===== src/rtl/self_control_pkg.sv =====
// Shared constants for the player-sprite control path: datapath ops, FSM states
// and the clamped X-movement helper.
package self_pkg;

  localparam logic [1:0] OP_DRAW  = 2'd0;
  localparam logic [1:0] OP_ERASE = 2'd1;
  localparam logic [1:0] OP_FIRE  = 2'd2;

  localparam logic [1:0] S_IDLE   = 2'd0;
  localparam logic [1:0] S_ERASE  = 2'd1;
  localparam logic [1:0] S_UPDATE = 2'd2;
  localparam logic [1:0] S_DRAW   = 2'd3;

  localparam int SPRITE_PIXELS = 25;

  // Signed int arithmetic so a step below X_MIN clamps instead of wrapping.
  function automatic logic [7:0] move_x(input logic [7:0] x, input logic left,
                                        input logic right, input int step,
                                        input int x_min, input int x_max);
    int xi;
    xi = int'(x);
    if (left && !right)
      xi = (xi - step < x_min) ? x_min : xi - step;
    else if (right && !left)
      xi = (xi + step > x_max) ? x_max : xi + step;
    return 8'(xi);
  endfunction

endpackage


===== src/rtl/self_control_frame_tick_gen.sv =====
// Frame divider: free-running 0..FRAME_DIV-1 counter with a one-cycle tick on
// the terminal count.
module frame_tick_gen #(
  parameter int FRAME_DIV = 833333
) (
  input  logic clk,
  input  logic reset,
  output logic tick
);

  localparam int CW = $clog2(FRAME_DIV);
  localparam logic [CW-1:0] LAST = CW'(FRAME_DIV - 1);

  logic [CW-1:0] div_cnt_reg;

  always_ff @(posedge clk or posedge reset) begin
    if (reset)
      div_cnt_reg <= '0;
    else if (div_cnt_reg == LAST)
      div_cnt_reg <= '0;
    else
      div_cnt_reg <= div_cnt_reg + 1'b1;
  end

  assign tick = (div_cnt_reg == LAST);

endmodule


===== src/rtl/self_control.sv =====
// Player-sprite control FSM: once per frame erases the sprite, moves it with
// edge clamping, reloads X into the datapath and redraws it (fire graphic optional).
module self_control
  import self_pkg::*;
#(
  parameter int FRAME_DIV   = 833333,
  parameter int X_MIN       = 0,
  parameter int X_MAX       = 155,
  parameter int X_INIT      = 82,
  parameter int STEP        = 1,
  parameter int FIRE_FRAMES = 8
) (
  input  logic       clk,
  input  logic       reset,
  input  logic       move_left,
  input  logic       move_right,
  input  logic       fire_btn,
  output logic [7:0] x_pos,
  output logic [1:0] op_out,
  output logic       load,
  output logic       enable,
  output logic       plot,
  output logic       busy
);

  localparam int FW = $clog2(FIRE_FRAMES + 1);
  localparam logic [4:0] PIX_LAST = 5'(SPRITE_PIXELS - 1);

  logic          tick;
  logic [1:0]    state_reg;
  logic [4:0]    pix_cnt_reg;
  logic [FW-1:0] fire_cnt_reg;
  logic          tick_pend_reg;
  logic          left_reg;
  logic          right_reg;
  logic          fire_prev_reg;
  logic [7:0]    x_reg;
  logic [1:0]    op_reg;
  logic          load_reg;
  logic          enable_reg;

  frame_tick_gen #(.FRAME_DIV(FRAME_DIV)) u_tick (
    .clk   (clk),
    .reset (reset),
    .tick  (tick)
  );

  // Outputs are registered alongside the state transition, so enable is
  // already high in the first erase cycle right after the tick.
  always_ff @(posedge clk or posedge reset) begin
    if (reset) begin
      state_reg     <= S_IDLE;
      pix_cnt_reg   <= '0;
      fire_cnt_reg  <= '0;
      tick_pend_reg <= 1'b0;
      left_reg      <= 1'b0;
      right_reg     <= 1'b0;
      fire_prev_reg <= 1'b0;
      x_reg         <= 8'(X_INIT);
      op_reg        <= OP_DRAW;
      load_reg      <= 1'b0;
      enable_reg    <= 1'b0;
    end else begin
      load_reg <= 1'b0;
      if (tick && (state_reg != S_IDLE))
        tick_pend_reg <= 1'b1;

      case (state_reg)
        S_IDLE: begin
          if (tick || tick_pend_reg) begin
            tick_pend_reg <= 1'b0;
            left_reg      <= move_left;
            right_reg     <= move_right;
            fire_prev_reg <= fire_btn;
            if (fire_btn && !fire_prev_reg)
              fire_cnt_reg <= FW'(FIRE_FRAMES);
            state_reg   <= S_ERASE;
            pix_cnt_reg <= '0;
            op_reg      <= OP_ERASE;
            enable_reg  <= 1'b1;
          end
        end
        S_ERASE: begin
          if (pix_cnt_reg == PIX_LAST) begin
            state_reg   <= S_UPDATE;
            pix_cnt_reg <= '0;
            enable_reg  <= 1'b0;
            load_reg    <= 1'b1;
            x_reg       <= move_x(x_reg, left_reg, right_reg, STEP, X_MIN, X_MAX);
          end else begin
            pix_cnt_reg <= pix_cnt_reg + 1'b1;
          end
        end
        S_UPDATE: begin
          state_reg  <= S_DRAW;
          enable_reg <= 1'b1;
          op_reg     <= (fire_cnt_reg != '0) ? OP_FIRE : OP_DRAW;
        end
        S_DRAW: begin
          if (pix_cnt_reg == PIX_LAST) begin
            state_reg   <= S_IDLE;
            pix_cnt_reg <= '0;
            enable_reg  <= 1'b0;
            op_reg      <= OP_DRAW;
            if (fire_cnt_reg != '0)
              fire_cnt_reg <= fire_cnt_reg - 1'b1;
          end else begin
            pix_cnt_reg <= pix_cnt_reg + 1'b1;
          end
        end
        default: begin
          state_reg  <= S_IDLE;
          enable_reg <= 1'b0;
        end
      endcase
    end
  end

  assign x_pos  = x_reg;
  assign op_out = op_reg;
  assign load   = load_reg;
  assign enable = enable_reg;
  assign plot   = enable_reg;
  assign busy   = (state_reg != S_IDLE);

endmodule


===== config.mk =====
export PLATFORM = sky130hd
export DESIGN_NAME = self_control
export DESIGN_NICKNAME = d
export VERILOG_FILES = /design/src/rtl/self_control_pkg.sv /design/src/rtl/self_control_frame_tick_gen.sv /design/src/rtl/self_control.sv
export SDC_FILE = /design/constraint.sdc
export NUM_CORES = 1
export LEC_CHECK = 0
export CORE_ASPECT_RATIO = 0.8
export CORE_UTILIZATION = 50
export CTS_CLUSTER_DIAMETER = 200
export DETAILED_ROUTE_END_ITERATION = 16
export PLACE_DENSITY = 0.7
export SLEW_MARGIN = 40
export SYNTH_ARGS = -nofsm -noshare
export SYNTH_HDL_FRONTEND = slang
export SYNTH_HIERARCHICAL = 1
export SYNTH_SLANG_ARGS = --single-unit

===== constraint.sdc =====
create_clock -name clk -period 3.65 [get_ports clk]
set_input_delay 1.095 -clock clk [delete_from_list [all_inputs] [get_ports clk]]
set_output_delay 1.095 -clock clk [all_outputs]
set_load 0.005 [all_outputs]

==> metrics.txt, run 1 <==
antenna cells=0; DRC=0; reg2reg end=pix_cnt_reg[4]; Yosys top cell by area=dfrtp_1; asr flop ratio synth=100%; clk slew on worst S/H paths=90 ps; commonest cells after routing, fill and taps aside=dfrtp_1 (44), nor2_1 (32), inv_1 (22), nand2_1 (22), o21ai_0 (19); LEAKAGE=1.39 nW; Netlist cell types=61; Slowest-stage cell, CP=clkdlybuf4s50_1; setup_tns=0 ps; GRT Util Overall=21.2%; outcome=complete, no violations; CP max FO=8; worst slew pin tran=619 ps; Period minus WS final=2800 ps; hold path depth=2; power per cell area=290 nW/um^2; dpl cell area=3160 sq um; Iter 0 DRT Violations=113; crit start category=register; largest net degree at the start of global routing=28; TritonRoute pass-1 iters=4; Setup crit start=state_reg[0]; initial core utilization=53.0%; Core Region=5590 sq um; mapped cell area=2960 sq um; #FFs+latches synth=47; cell count after synthesis=328; Seq/Total Area, Yosys=39.9%; PortBufs=18; Setup CP Type=reg -> out; RR Startpoint=u_tick/div_cnt_reg[6]; WP data arrival=1700 ps; footprint of the multi-input gates=1600 sq um; Ports=19; TritonCTS clock tree=done; remaining antenna violation count=0; max FFs per register=20; wire per inst=14.0 um; H-tree depth=2; WP buf/inv=3; first-pass GRT wire length=10.4 mm; Clock Latency Late Sink=300 ps; # nets final=357; GR Overflow Total=0; dpl hpwl=4.16 mm; RSZ-0062 raised after global routing=no; Worst slew margin=58.3%; Yosys top cell area share=37.2%; period utilization=76.6%; WP data required=2550 ps; final instance area=3280 sq um; Die Y=70.8 um; Routed WL=5.85 mm; number of global-route vias before repair=2192; std cell rows=24; top_reg_cell synth=dfrtp_1; post-CTS sizing=0; clock skew=4.72 ps; antenna violations before repair=0; clk buf depth=2; Pins Over Slew Limit=0; reg2reg setup slack=1270 ps; global placement routability congestion=0.854; Fin. Hold Viols=0; Min Hold Slack=500 ps; fill count=512; FF-to-FF path depth=8; CP endpoint kind=primary output; Via density=5.73; MaxCap Viol Count=0; CTS buffer count=5; via count=2394; largest cells by area after synthesis=dfrtp_1 (37%), ha_1 (5.5%), nor2_1 (4.1%), xnor2_1 (3.8%), o21ai_0 (3.2%); Num Clock Sinks=47; commonest non-fill, non-tap cell in the layout=dfrtp_1; Hold Path Class=reg -> reg; Crit path depth=4; syn nets=346; crit-path leading delay family=buffers and inverters; layout cells sized above 1=9.71%; fmax=358 MHz; area grow syn2layout=10.7%; Avg Cell Area, Syn=9.03 sq um; CP Cell Sequence=inv_1 > ha_1 > inv_1 > clkdlybuf4s50_1; synth warn=6; VDD IR-drop max=236 uV; Crit path largest cell delay=510 ps; die width=88.0 um; Post-synth EDFFs=0; Worst Setup EP=busy; CTS root buffer=clkbuf_8; hold_buf cts=0; Top cell by count, worst path=inv_1; die area=6230 sq um; FF/Latch Area=1180 sq um; Post-CTS Setup Bufs=0; Setup-failing EPs final=0
## routing by layer
| layer | GRT usage (%) | wire (um) | vias to the layer above |
|---|---|---|---|
| met2 | 30.1 | 2490 | 70 |
| met1 | 32.7 | 3020 | 1121 |
| met4 | 7.71 | 75 | 0 |
| met3 | 3.62 | 259 | 7 |
| met5 | 0 | 0 | - |
| li1 | - | - | 1196 |
## Yosys cell counts (3+ instances only)
cell type	count
xor2_1	3
dfstp_2	3
o22ai_1	3
xnor2_1	13
buf_2	5
nor3b_1	3
o31ai_1	3
a211oi_1	3
clkbuf_1	6
o21ai_0	19
nand4_1	10
a32o_1	3
ha_1	13
nor2_1	32
nand2_1	22
mux2_2	4
nand3_1	18
nor4_1	4
buf_6	3
nor3_1	15
a21oi_1	11
and2_1	3
dfrtp_1	44
a31oi_1	6
inv_1	23
nand2b_1	7
## worst reg2reg max path, stage by stage, from the launching register on
cell,delay [ps]
dfrtp_1,450
nor4b_1,310
nand3_1,210
nor3_1,410
or3b_2,230
o21ai_0,240
nor3_1,240
a21oi_1,60
o21ai_0,150
## layout make-up
class | instances | area share (%)
timing repair buffer | 20 | 5.96
multi-input combinational | 242 | 48.8
sequential | 47 | 36.0
clock inverter | 2 | 1.07
clock buffer | 6 | 2.52
inverter | 23 | 2.63
tap | 78 | 2.98
## worst min path at each step
stage                           startpoint                     end  slack, ps
floorplan           u_tick/div_cnt_reg[17]  u_tick/div_cnt_reg[17]        460
global placement                 op_out[0]               op_out[0]        480
detailed placement               op_out[0]               op_out[0]        480
CTS                          fire_prev_reg           fire_prev_reg        510
global route                 fire_prev_reg           fire_prev_reg        520
finish                           op_out[0]               op_out[0]        500
## report_power, final
| part | internal, W | switching, W |
|---|---|---|
| Clock | 0.000222 | 0.000180 |
| Combinational | 0.00000851 | 0.0000167 |
| Sequential | 0.000522 | 0.000000745 |
| Total | 0.000752 | 0.000197 |
## metrics by stage
step / std cells / utilization, % / power (W) / setup WS [ps]
6_report: 418 / 58.7 / 0.000950 / 855
5_1_grt: 418 / 58.7 / 0.000984 / 778
4_1_cts: 418 / 58.7 / 0.000962 / 854
2_1_floorplan: 328 / - / 0.000549 / 1520
3_3_place_gp: 410 / 56.6 / 0.000559 / 1240
3_5_place_dp: 410 / 56.6 / 0.000559 / 1190
## cells by family (layout without fill, tap and decap cells)
group	after synthesis	in the layout	share of synthesized area, %
flip-flops	47	47	39.9
AO/OA/AOI/OAI	67	67	15.0
buffers and inverters	39	51	6.09
AND/OR/NAND/NOR	140	140	26.6
XOR/XNOR	16	16	4.73
multiplexers	6	6	2.20
adder cells (fa/ha/maj)	13	13	5.49
Power figures use the tool's default switching activity.
==> inputs of run 2 (changes only) <==
- clock period: 3.65 -> 2.7 ns (I/O delays scaled with it)
==> metrics.txt, run 2 (synthesized netlist as in run 1, its figures left out) <==
Via density=5.67; via count=2382; Pins Over Slew Limit=0; initial core utilization=53.0%; wire per inst=13.8 um; final instance area=3260 sq um; die area=6230 sq um; Ports=19; Crit path largest cell delay=460 ps; area grow syn2layout=10.2%; dpl hpwl=4.30 mm; fmax=402 MHz; remaining antenna violation count=0; Clock Latency Late Sink=300 ps; worst slew pin tran=556 ps; CP endpoint kind=primary output; Sequential Power Share=60.9%; Layout Utilization=58.4%; antenna violations before repair=0; CTS root buffer=clkbuf_8; switching pwr=0.000263 W; Sw Ratio=22.6%; die width=88.0 um; Fin. Hold Viols=0; Worst slew margin=62.8%; CP max FO=8; CTS buffer count=5; post-CTS sizing=0; largest net degree at the start of global routing=28; TritonCTS clock tree=done; crit start category=register; Routed WL=5.78 mm; WP data required=1890 ps; # nets final=359; clock skew=3.63 ps; CP Cell Sequence=inv_1 > ha_1 > inv_1 > clkdlybuf4s50_1; first-pass GRT wire length=10.2 mm; dpl cell area=3170 sq um; hold_buf cts=0; max FFs per register=20; std cell rows=24; fill count=521; clock network power share=36.1%; Num Clock Sinks=47; Period minus WS final=2490 ps; MaxCap Viol Count=0; GR Overflow Total=0; Setup CP Type=reg -> out; clk buf depth=2; RSZ-0062 raised after global routing=no; DRC=0; WP data arrival=1680 ps; crit-path leading delay family=buffers and inverters; Setup-failing EPs final=0; LEAKAGE=1.38 nW; antenna cells=0; GRT Util Overall=20.9%; PortBufs=18; commonest cells after routing, fill and taps aside=dfrtp_1 (44), nor2_1 (32), inv_1 (23); commonest non-fill, non-tap cell in the layout=dfrtp_1; Iter 0 DRT Violations=119; Die Y=70.8 um; total power=0.00116 W; VDD IR-drop max=307 uV; power per cell area=356 nW/um^2; Post-CTS Setup Bufs=0; Slowest-stage cell, CP=clkdlybuf4s50_1; Comb pwr share=3.0%; number of global-route vias before repair=2197; setup_tns=0 ps; layout cells sized above 1=9.94%; clk slew on worst S/H paths=90 ps; Power Internal=0.000898 W; period utilization=92.1%; H-tree depth=2; Core Region=5590 sq um; global placement routability congestion=0.881; outcome=complete, no violations; Hold Path Class=reg -> reg; Top cell by count, worst path=inv_1; TritonRoute pass-1 iters=4; WP buf/inv=3
run 2: worst paths after layout:
| kind | from | endpoint | slack [ps] | cells after the start |
|---|---|---|---|---|
| max | state_reg[0] | busy | 210 | 4 |
| min | u_tick/div_cnt_reg[17] | u_tick/div_cnt_reg[17] | 500 | 1 |
| max reg2reg | u_tick/div_cnt_reg[6] | pix_cnt_reg[4] | 360 | 8 |
| min reg2reg | u_tick/div_cnt_reg[17] | u_tick/div_cnt_reg[17] | 500 | 1 |
| max in group asynchronous | reset | u_tick/div_cnt_reg[1] | 1380 | 3 |
| min in group asynchronous | reset | u_tick/div_cnt_reg[2] | 830 | 2 |
run 2: final cells by class:
type,instances,area (sq um),share of cell area [%]
well taps,78,97.6,2.99
clock inverters,3,20.0,0.613
multi-input cells,242,1600,49.0
clock buffers,5,68.8,2.11
repair buffers,22,210,6.44
inverters,23,86.3,2.65
flip-flops and latches,47,1180,36.2
run 2: power by group through the flow:
stage          sequential [W]  combinational [W]  clock, W
3_5_place_dp         0.000721          0.0000364         0
5_1_grt              0.000707          0.0000403  0.000473
4_1_cts              0.000707          0.0000366  0.000438
2_1_floorplan        0.000720          0.0000212         0
6_report             0.000707          0.0000350  0.000419
3_3_place_gp         0.000721          0.0000361         0
run 2: stage by stage:
| stage | cells | hold WS, ps | setup slack [ps] |
|---|---|---|---|
| after CTS | 420 | 501 | 190 |
| after floorplan | 328 | 459 | 575 |
| after global placement | 412 | 481 | 462 |
| final | 420 | 503 | 212 |
| after global routing | 420 | 522 | 22.3 |
| after detailed placement | 412 | 486 | 380 |
run 2: worst reg2reg max path: stages (launching register included):
cell	delay, ps
dfrtp_1	450
nor4b_1	310
nand3_1	200
nor3_1	420
or3b_2	240
o21ai_0	210
nor3_1	230
a21oi_1	60
o21ai_0	140
run 2: routing by layer:
layer | vias up | track usage, % | wire, um
met5 | - | 0 | 0
met4 | 0 | 5.91 | 72
met3 | 8 | 3.27 | 156
met2 | 34 | 31.4 | 2560
met1 | 1137 | 31.4 | 2990
li1 | 1203 | - | -
